**src/rtl/hs32_mem_arbiter.sv**
```systemverilog
// hs32_mem_arbiter: shares one external memory port between instruction fetch and execute.
// Build option ARB_FAIR_EN: round-robin arbitration instead of execute-over-fetch priority.
module hs32_mem_arbiter (
  input  logic        clk,
  input  logic        rstn,
  input  logic [31:0] addr_f,
  input  logic        reqm_f,
  output logic [31:0] dtr_f,
  output logic        rdym_f,
  input  logic [31:0] addr_e,
  input  logic [31:0] dtw_e,
  input  logic        rw_e,
  input  logic        req_e,
  output logic [31:0] dtr_e,
  output logic        rdy_e,
  output logic [31:0] mem_addr,
  output logic [31:0] mem_dtw,
  output logic        mem_rw,
  output logic        mem_valid,
  input  logic [31:0] mem_dtr,
  input  logic        mem_ready
);

  typedef enum logic [1:0] {
    IDLE  = 2'd0,
    MEM_F = 2'd1,
    MEM_E = 2'd2,
    RESP  = 2'd3
  } state_t;

  state_t      state_r, state_s;
  logic [31:0] mem_addr_r, mem_addr_s;
  logic [31:0] mem_dtw_r, mem_dtw_s;
  logic        mem_rw_r, mem_rw_s;
  logic        mem_valid_r, mem_valid_s;
  logic [31:0] dtr_f_r, dtr_f_s;
  logic [31:0] dtr_e_r, dtr_e_s;
  logic        rdym_f_r, rdym_f_s;
  logic        rdy_e_r, rdy_e_s;
  logic        grant_e_s, grant_f_s;

`ifdef ARB_FAIR_EN
  logic        last_e_r, last_e_s;

  // Round-robin winner: on a tie, the requester that did not win last time
  always_comb begin
    grant_e_s = 1'b0;
    grant_f_s = 1'b0;
    if (req_e && reqm_f) begin
      grant_e_s = ~last_e_r;
      grant_f_s = last_e_r;
    end else begin
      grant_e_s = req_e;
      grant_f_s = reqm_f;
    end
  end

  // Last-grant flag follows every grant issued from IDLE
  always_comb begin
    last_e_s = last_e_r;
    if ((state_r == IDLE) && (grant_e_s || grant_f_s)) begin
      last_e_s = grant_e_s;
    end else begin
      last_e_s = last_e_r;
    end
  end

  // Last-grant register, cleared to "fetch"
  always_ff @(posedge clk or negedge rstn) begin
    if (!rstn) begin
      last_e_r <= 1'b0;
    end else begin
      last_e_r <= last_e_s;
    end
  end
`else
  // Fixed priority winner: execute beats fetch
  always_comb begin
    grant_e_s = req_e;
    grant_f_s = reqm_f & ~req_e;
  end
`endif

  // Next-state and next-output logic; mem_* registers hold unless a new grant loads them
  always_comb begin
    state_s     = state_r;
    mem_addr_s  = mem_addr_r;
    mem_dtw_s   = mem_dtw_r;
    mem_rw_s    = mem_rw_r;
    mem_valid_s = mem_valid_r;
    dtr_f_s     = dtr_f_r;
    dtr_e_s     = dtr_e_r;
    rdym_f_s    = 1'b0;
    rdy_e_s     = 1'b0;
    case (state_r)
      IDLE: begin
        if (grant_e_s) begin
          mem_addr_s  = addr_e;
          mem_dtw_s   = dtw_e;
          mem_rw_s    = rw_e;
          mem_valid_s = 1'b1;
          state_s     = MEM_E;
        end else if (grant_f_s) begin
          mem_addr_s  = addr_f;
          mem_dtw_s   = 32'd0;
          mem_rw_s    = 1'b0;
          mem_valid_s = 1'b1;
          state_s     = MEM_F;
        end else begin
          state_s     = IDLE;
        end
      end
      MEM_F: begin
        if (mem_ready) begin
          dtr_f_s     = mem_dtr;
          rdym_f_s    = 1'b1;
          mem_valid_s = 1'b0;
          state_s     = RESP;
        end else begin
          state_s     = MEM_F;
        end
      end
      MEM_E: begin
        // A write returns zero so the execute unit never sees stale bus data
        if (mem_ready) begin
          dtr_e_s     = mem_rw_r ? 32'd0 : mem_dtr;
          rdy_e_s     = 1'b1;
          mem_valid_s = 1'b0;
          state_s     = RESP;
        end else begin
          state_s     = MEM_E;
        end
      end
      RESP: begin
        state_s = IDLE;
      end
      default: begin
        mem_valid_s = 1'b0;
        state_s     = IDLE;
      end
    endcase
  end

  // State and output registers; reset aborts any transaction in flight
  always_ff @(posedge clk or negedge rstn) begin
    if (!rstn) begin
      state_r     <= IDLE;
      mem_addr_r  <= 32'd0;
      mem_dtw_r   <= 32'd0;
      mem_rw_r    <= 1'b0;
      mem_valid_r <= 1'b0;
      dtr_f_r     <= 32'd0;
      dtr_e_r     <= 32'd0;
      rdym_f_r    <= 1'b0;
      rdy_e_r     <= 1'b0;
    end else begin
      state_r     <= state_s;
      mem_addr_r  <= mem_addr_s;
      mem_dtw_r   <= mem_dtw_s;
      mem_rw_r    <= mem_rw_s;
      mem_valid_r <= mem_valid_s;
      dtr_f_r     <= dtr_f_s;
      dtr_e_r     <= dtr_e_s;
      rdym_f_r    <= rdym_f_s;
      rdy_e_r     <= rdy_e_s;
    end
  end

  assign mem_addr  = mem_addr_r;
  assign mem_dtw   = mem_dtw_r;
  assign mem_rw    = mem_rw_r;
  assign mem_valid = mem_valid_r;
  assign dtr_f     = dtr_f_r;
  assign dtr_e     = dtr_e_r;
  assign rdym_f    = rdym_f_r;
  assign rdy_e     = rdy_e_r;

endmodule
```
**config.mk**
```make
export PLATFORM = sky130hd
export DESIGN_NAME = hs32_mem_arbiter
export DESIGN_NICKNAME = d
export VERILOG_FILES = /design/src/rtl/hs32_mem_arbiter.sv
export SDC_FILE = /design/constraint.sdc
export NUM_CORES = 1
export LEC_CHECK = 0
export ABC_AREA = 1
export BUFFER_PORTS_ARGS = -buffer_cell sky130_fd_sc_hd__buf_2
export CELL_PAD_IN_SITES_DETAIL_PLACEMENT = 1
export CELL_PAD_IN_SITES_GLOBAL_PLACEMENT = 1
export CORE_MARGIN = 1.5
export CORE_UTILIZATION = 29
export DETAILED_ROUTE_END_ITERATION = 8
export GPL_TIMING_DRIVEN = 1
export PLACE_DENSITY_LB_ADDON = 0.25
export SYNTH_ARGS = -nofsm -noshare
export SYNTH_HDL_FRONTEND = slang
export SYNTH_SLANG_ARGS = --single-unit
```
**constraint.sdc**
```tcl
create_clock -name clk -period 1.37 [get_ports clk]
set_clock_uncertainty 0.1 [all_clocks]
set_input_delay 0.0685 -clock clk [delete_from_list [all_inputs] [get_ports clk]]
set_output_delay 0.0685 -clock clk [all_outputs]
set_load 0.01 [all_outputs]
```
==> Word-level counts from Yosys, hierarchy flattened <==
Index checks and enable logic that the tools add are counted.
{ "word_totals": {"elab_cells": 43, "rom_bits": 0, "reg_bits": 134, "latch_bits": 0, "output_inout_bits": 132, "n_memories": 0, "in_bits": 134, "ram_bits": 0} }
{ "classes": {"reduce_logical": 8, "n_addsub": 0, "multipliers": 0, "n_lt_le_gt_ge": 0, "eq_ne": 5, "div_mod_pow": 0, "shifts": 0, "n_bitwise": 2, "muxes": 19} }
{ "op_table": {"columns": ["operator", "count"], "rows": [
  ["$mux W32", 5],
  ["$mux W1", 10],
  ["$pmux W2 S4", 1],
  ["$reduce_and A2 Y1", 3],
  ["$eq A2 B2 Y1 const B", 2],
  ["$mux W2", 2],
  ["$reduce_bool A2 Y1", 2],
  ["$ne A3 B3 Y1 const B", 1],
  ["$reduce_and A3 Y1", 1],
  ["$eq A2 B1 Y1 const B", 1],
  ["$logic_not A2 Y1", 1],
  ["$ne A2 B1 Y1 const B", 1],
  ["$pmux W1 S2", 1],
  ["$reduce_or A2 Y1", 1],
  ["$and A1 B1 Y1", 1],
  ["$not A1 Y1", 1]
]} }

==> Logic depth before layout (Yosys ltp) <==
Gate-level depths: netlist of run 1.
{ "depth": {"depth_word": 5, "depth_mapped": 8, "ltp_nobuf": 6} }

==> Worst setup path after synthesis of run 1 <==
No wires, ideal clock.
{ "synth_path": {"kind": "register to register", "start": "register state_r[0]", "end": "register mem_addr_r[0], in the netlist mem_addr[0]", "path_slack_ns": -0.087, "setup_time_ns": 0.116, "n_path_buf": 3, "arrival_time_ns": 1.241, "required_ns": 1.154, "stages_incl_launch_ff": 9, "cell_sequence": "dfrtp_1 inv_1 ha_1 buf_2 o21ai_1 buf_4 buf_4 nand2_1 nand2_1"} }
{ "synth_between": {"elab_chain_cells": 2} }
{ "synth_rtl": {"columns": ["element", "line", "rtl"], "rows": [
  ["from (decl)", "31", "state_t state_r, state_s;"],
  ["from (signal assigned)", "157", "state_r <= state_s;"],
  ["$logic_not A2 Y1", "95", "case (state_r)"],
  ["$reduce_and A2 Y1 (no line)", null, null],
  ["to (signal assigned)", "158", "mem_addr_r <= mem_addr_s;"],
  ["to (decl)", "32", "logic [31:0] mem_addr_r, mem_addr_s;"]
]} }
No other way between the ends.
A chain may end at the register's enable or synchronous reset.

==> Final worst setup path of run 1 <==
{ "layout_path": {"start": "register state_r[0]", "end": "register mem_dtw_r[26], in the netlist mem_dtw[26]"} }
{ "layout_between": {"elab_chain_cells": 2} }
{ "layout_rtl": {"columns": ["element", "line", "rtl"], "rows": [
  ["$logic_not A2 Y1", "95", null],
  ["$reduce_and A2 Y1 (no line)", null, null],
  ["to (signal assigned)", "159", "mem_dtw_r <= mem_dtw_s;"],
  ["to (decl)", "33", "logic [31:0] mem_dtw_r, mem_dtw_s;"]
]} }
No other way between the ends.

==> results.toml, run 1 <==
[logic_synthesis]
synth_enable_flop_cells = 0
synth_commonest_cells = "nand2_1, dfrtp_1, nand3_1, o21ai_0, buf_2"
post_synth_main_area_contributors = "dfrtp_1, nand2_1, nand3_1"
ys_seq_area_frac = 0.597
yosysTopAreaCellShare = 0.597
ys_ff_latch = 134
syn_nets = 824
ys_warn_count = 0
yosysTopAreaCell = "dfrtp_1"
synth.distinct_cells = 14
synth_most_common_cell = "nand2_1"
syn_area_um2 = 5620
synthArstFlopShare = 1.00
syn_inst = 685
ys.flop_type = "dfrtp_1"
synth.avg_cell_area_um2 = 8.20

[sta]
worst_pin_slew_ns = 0.351
slew_viol_final = 0
slew_headroom = 0.766
clock.fmax_mhz = 697
setup_violations = 71
fin_crit_sh = 1.05
grt_setup_unrepaired = "yes"
setup_tns_ns = -1.41
min_period_ns = 1.43
hold_viol = 0
fin_ws_ns = -0.0646

[placement]
dp_hpwl_mm = 13.2
portBuffers = 265
dp_slack_ns = -0.123
place_congestion = 0.768
placedCellCount = 1195

[routing]
drt-total-wl_mm = 22.2
vias = 6132
ant_nets = 0
wl_per_cell_um = 16.2
drc_errors = 0
viasPerCell = 4.48
drtIter0Drc = 200
dr.pass1.iters = 7

[layout]
regArea_um2 = 3350
multi_input_area_um2 = 2260
fin_cells = 1368
drive_gt1_frac = 0.365
nFillCells = 2218
areaGrowthSynthToFinish_pct = 74.2
final_nets = 1233

[status]
status = "complete, but fails checks"
violations = "negative setup slack"

[power_and_ir_drop]
p_leak_nw = 5.44
p_total_mw = 20.4
p_per_area_nw_per_um2 = 2090
ir_worst_vdd_v = 0.000949

[floorplan]
fp.coreArea_um2 = 18800
die_h_um = 142
die_w_um = 142
die_area_um2 = 20200
num_rows = 50
io_pins = 266
initial_core_util = 0.298

[critical_path]
worstPathRequired_ns = 1.57
path_max_fanout = 8
cp.arrival_ns = 1.64
worstSetupPathType = "reg2reg"
cp_slowest_cell = "dfrtp_1"
cp_cell_sequence = "inv_2 > ha_4 > o21ai_4 > buf_12 > clkbuf_16 > nand2_4 > nand2_2"
worst_setup_path_end_kind = "flip-flop"
cp_slowest_stage_delay_ns = 0.42
cp-start-kind = "flip-flop"

[clocking]
clkTransAtPathRegs_ns = 0.06
cts_buffers = 17
h-tree-depth = 4
clock_path_buffers = 2
clk_latency_ns = 0.41
cts_tree = "built"
clock_tree.root_cell = "clkbuf_16"
clkSinkCount = 134

[run]
max_cap_violations = 0

[grt]
grt_overflow = 0
antenna_found_initial = 1
grt_usage = 0.211
grt_max_degree = 50
grt_pass1_vias = 6560
grt_first_pass_wirelength_mm = 33.3

[worst_hold_path]
hold_class = "in2async"
## metrics by stage
| stage | instance area (um2) | utilization | hold slack (ns) |
|---|---|---|---|
| 2_1_floorplan | 5650 | - | -0.327 |
| 3_3_place_gp | 7420 | 0.394 | -0.128 |
| 3_5_place_dp | 7420 | 0.394 | -0.127 |
| 4_1_cts | 9430 | 0.501 | 0.00621 |
| 5_1_grt | 9780 | 0.520 | 0.0254 |
| 6_report | 9780 | 0.520 | 0.0113 |
## state kept, by name, summed over array words and instances (netlist names)
name / count
dtr_e: 32
mem_rw: 1
dtr_f: 32
mem_dtw: 32
mem_valid: 1
rdym_f: 1
state_r: 2
mem_addr: 32
rdy_e: 1
## final timing paths
path	depth (start not counted)	endpoint	startpoint	slack (ns)
setup reg to reg	7	mem_dtw[26]	state_r[0]	-0.06
hold / removal	2	dtr_e[13]	rstn	0.01
min in group clk	4	mem_rw	req_e	0.08
max in group asynchronous	3	mem_addr[28]	rstn	0.56
setup / recovery	7	mem_dtw[26]	state_r[0]	-0.06
hold reg to reg	2	mem_dtw[0]	mem_dtw[0]	0.37
## report_power, final
part | internal [mW] | total [mW] | switching (mW)
logic | 3.84 | 8.77 | 4.93
registers | 5.77 | 6.96 | 1.19
clock network | 2.95 | 4.69 | 1.74
## metal layers
| layer | wire length, um | global-route usage |
|---|---|---|
| met1 | 9070 | 0.253 |
| met2 | 11300 | 0.370 |
| met3 | 1450 | 0.0579 |
| met4 | 341 | 0.0619 |
| met5 | 0 | 0 |
## placed cells by master, fill, tap and decap left out, types with 5 or more instances in the layout
| master | n |
|---|---|
| buf_12 | 11 |
| dfrtp_1 | 134 |
| nand2_4 | 11 |
| clkinv_2 | 5 |
| inv_2 | 5 |
| nand2_1 | 360 |
| nand3_1 | 35 |
| dlygate4sd3_1 | 132 |
| o21ai_0 | 23 |
| nand2_2 | 49 |
| buf_2 | 264 |
| inv_1 | 5 |
| buf_4 | 11 |
| o21ai_1 | 12 |
| clkbuf_16 | 22 |
## critical path, delay by kind of cell, from the launching register on
kind	cells	cell delay (ns)
flip-flops	1	0.42
buffers and inverters	3	0.45
AND/OR/NAND/NOR	2	0.12
AO/OA/AOI/OAI	1	0.07
adder cells (fa/ha/maj)	1	0.16
## cells by family (layout without fill, tap and decap cells)
group | Yosys count | after routing | share of synthesized area
adder cells (fa/ha/maj) | 5 | 5 | 0.0111
buffers and inverters | 51 | 473 | 0.0441
flip-flops | 134 | 134 | 0.597
AND/OR/NAND/NOR | 456 | 456 | 0.313
other | 0 | 1 | 0
AO/OA/AOI/OAI | 39 | 39 | 0.0352
## final cells by class
type                            instances  area share
Sequential cell                       134       0.343
Inverter                               11     0.00473
Antenna cell                            1    0.000256
Timing Repair Buffer                  430       0.326
Clock buffer                           19      0.0463
Clock inverter                         13      0.0157
Tap cell                              260      0.0332
Multi-Input combinational cell        500       0.231
## what timing repair did
item | 4_1_cts | 5_1_grt
hold endpoints to repair | 266 | 0
gates cloned | 1 | 5
endpoints found under the setup margin | 99 | 130
buffers inserted | 2 | 1
gates resized for setup | 16 | 86
hold buffers | 132 | 0
pin swaps | 0 | 11
Power figures use the tool's default switching activity.
==> inputs of run 2 (changes only) <==
SETUP_SLACK_MARGIN = 0.2   (was unset)
==> results.toml, run 2 (synthesis results as in run 1) <==
[status]
status = "complete, but fails checks"
violations = "negative setup slack"

[critical_path]
crit_start = "state_r[1]"
r2r_start = "state_r[1]"
worstPathRequired_ns = 1.56
cp-start-kind = "flip-flop"
cp_slowest_cell = "dfrtp_1"
worstSetupPathType = "reg2reg"
cp_slowest_stage_delay_ns = 0.39
cp_cell_sequence = "buf_4 > ha_4 > nand2_8 > clkbuf_16 > nand2_1 > o21ai_0"
path_max_fanout = 6
worst_setup_path_end_kind = "flip-flop"
cp.arrival_ns = 1.62
r2r_setup_slack_ns = -0.06

[routing]
drc_errors = 0
drtIter0Drc = 237
ant_nets = 0
vias = 6343
viasPerCell = 4.58
wl_per_cell_um = 17.9
dr.pass1.iters = 4
drt-total-wl_mm = 24.7

[floorplan]
num_rows = 50
initial_core_util = 0.298
die_w_um = 142
fp.coreArea_um2 = 18800
io_pins = 266
die_h_um = 142
die_area_um2 = 20200

[sta]
slew_headroom = 0.571
worst_pin_slew_ns = 0.643
setup_violations = 63
fin_crit_sh = 1.04
hold_viol = 0
min_period_ns = 1.43
fin_ws_ns = -0.0607
clock.fmax_mhz = 699
slew_viol_final = 0
grt_setup_unrepaired = "yes"

[clocking]
clock_tree.root_cell = "clkbuf_16"
cts_buffers = 17
clkSinkCount = 134
clk_latency_ns = 0.41
clock_path_buffers = 2
cts_tree = "built"
h-tree-depth = 4
clkTransAtPathRegs_ns = 0.06

[grt]
grt_pass1_vias = 6597
use_met2 = 0.374
grt_util_met3 = 0.0626
antenna_found_initial = 1
use_met1 = 0.267
grt_usage = 0.221
grt_overflow = 0
grt_first_pass_wirelength_mm = 34.4
grt_max_degree = 47
busiest_layer = "met2"

[layout]
final_nets = 1249
final_cell_mix = "nand2_1, buf_2, dfrtp_1, dlygate4sd3_1, nand3_1"
nFillCells = 2201
drive_gt1_frac = 0.354
areaGrowthSynthToFinish_pct = 78.6
layout_commonest_cell = "nand2_1"

[power_and_ir_drop]
p_leak_nw = 5.58
p_per_area_nw_per_um2 = 2080
ir_worst_vdd_v = 0.00101
p_total_mw = 20.9

[placement]
portBuffers = 265
dp_slack_ns = -0.0186
dp_hpwl_mm = 12.9
place_congestion = 0.740

[run]
max_cap_violations = 0

[worst_hold_path]
hold_class = "in2async"
-- run 2: changes by cell type in the layout (fill, tap and decap cells not counted), sizes merged --
cell / delta
clkbuf: +11
diode: +1
clkinv: -1
bufinv: -2
buf: +7
clkinvlp: -2
nand2: +2
-- run 2: metrics by stage --
stage	TNS, ns	cell area [um2]	hold WS [ns]	instances	util
2_1_floorplan	0	5730	-0.327	685	-
3_3_place_gp	0	7390	-0.0992	1190	0.392
3_5_place_dp	-0.249	7390	-0.0988	1190	0.392
4_1_cts	-0.323	9400	0.0196	1360	0.499
5_1_grt	-7.61	10000	0.0602	1383	0.532
6_report	-1.40	10000	0.0411	1384	0.533
-- run 2: critical path: cells and delay by family (launching register included) --
kind / cells / cell delay (ns)
DFF: 1 / 0.39
buffers and inverters: 2 / 0.33
adders and majority gates: 1 / 0.22
and+or+nand+nor: 2 / 0.18
AOI/OAI and AO/OA: 1 / 0.09
-- run 2: report_power, final --
| group | internal, mW | switching (mW) | total, mW |
|---|---|---|---|
| logic | 4.31 | 5.28 | 9.60 |
| registers | 5.77 | 1.12 | 6.90 |
| clock network | 2.67 | 1.72 | 4.39 |
-- run 2: layout make-up --
cell class	count	area, um2	share of cell area
clock buffers	23	488	0.0487
flip-flops and latches	134	3350	0.334
repair buffers	444	3460	0.345
well taps	260	325	0.0324
clock inverters	8	73.8	0.00736
diodes	2	5.00	0.000499
multi-input cells	502	2270	0.227
inverters	11	48.8	0.00487
-- run 2: final timing paths --
kind,depth (start not counted),end
setup reg to reg,6,dtr_e[22]
min in group clk,4,mem_dtw[1]
setup / recovery,6,dtr_e[22]
max in group asynchronous,3,mem_dtw[30]
hold reg to reg,2,mem_addr[17]
hold / removal,2,dtr_e[19]
-- run 2: repair_timing --
action | 4_1_cts | 5_1_grt
endpoints found under the setup margin | 134 | 134
setup buffers | 5 | 4
pin swaps | 2 | 3
gates resized for setup | 13 | 75
hold buffers | 132 | 0
gates cloned | 2 | 18
endpoints found under the hold margin | 266 | 0
-- run 2: layer usage --
metal | share of wire | vias up
met2 | 0.50 | 254
li1 | - | 2969
met3 | 0.069 | 58
met1 | 0.40 | 3062
met4 | 0.033 | 0
met5 | 0 | -
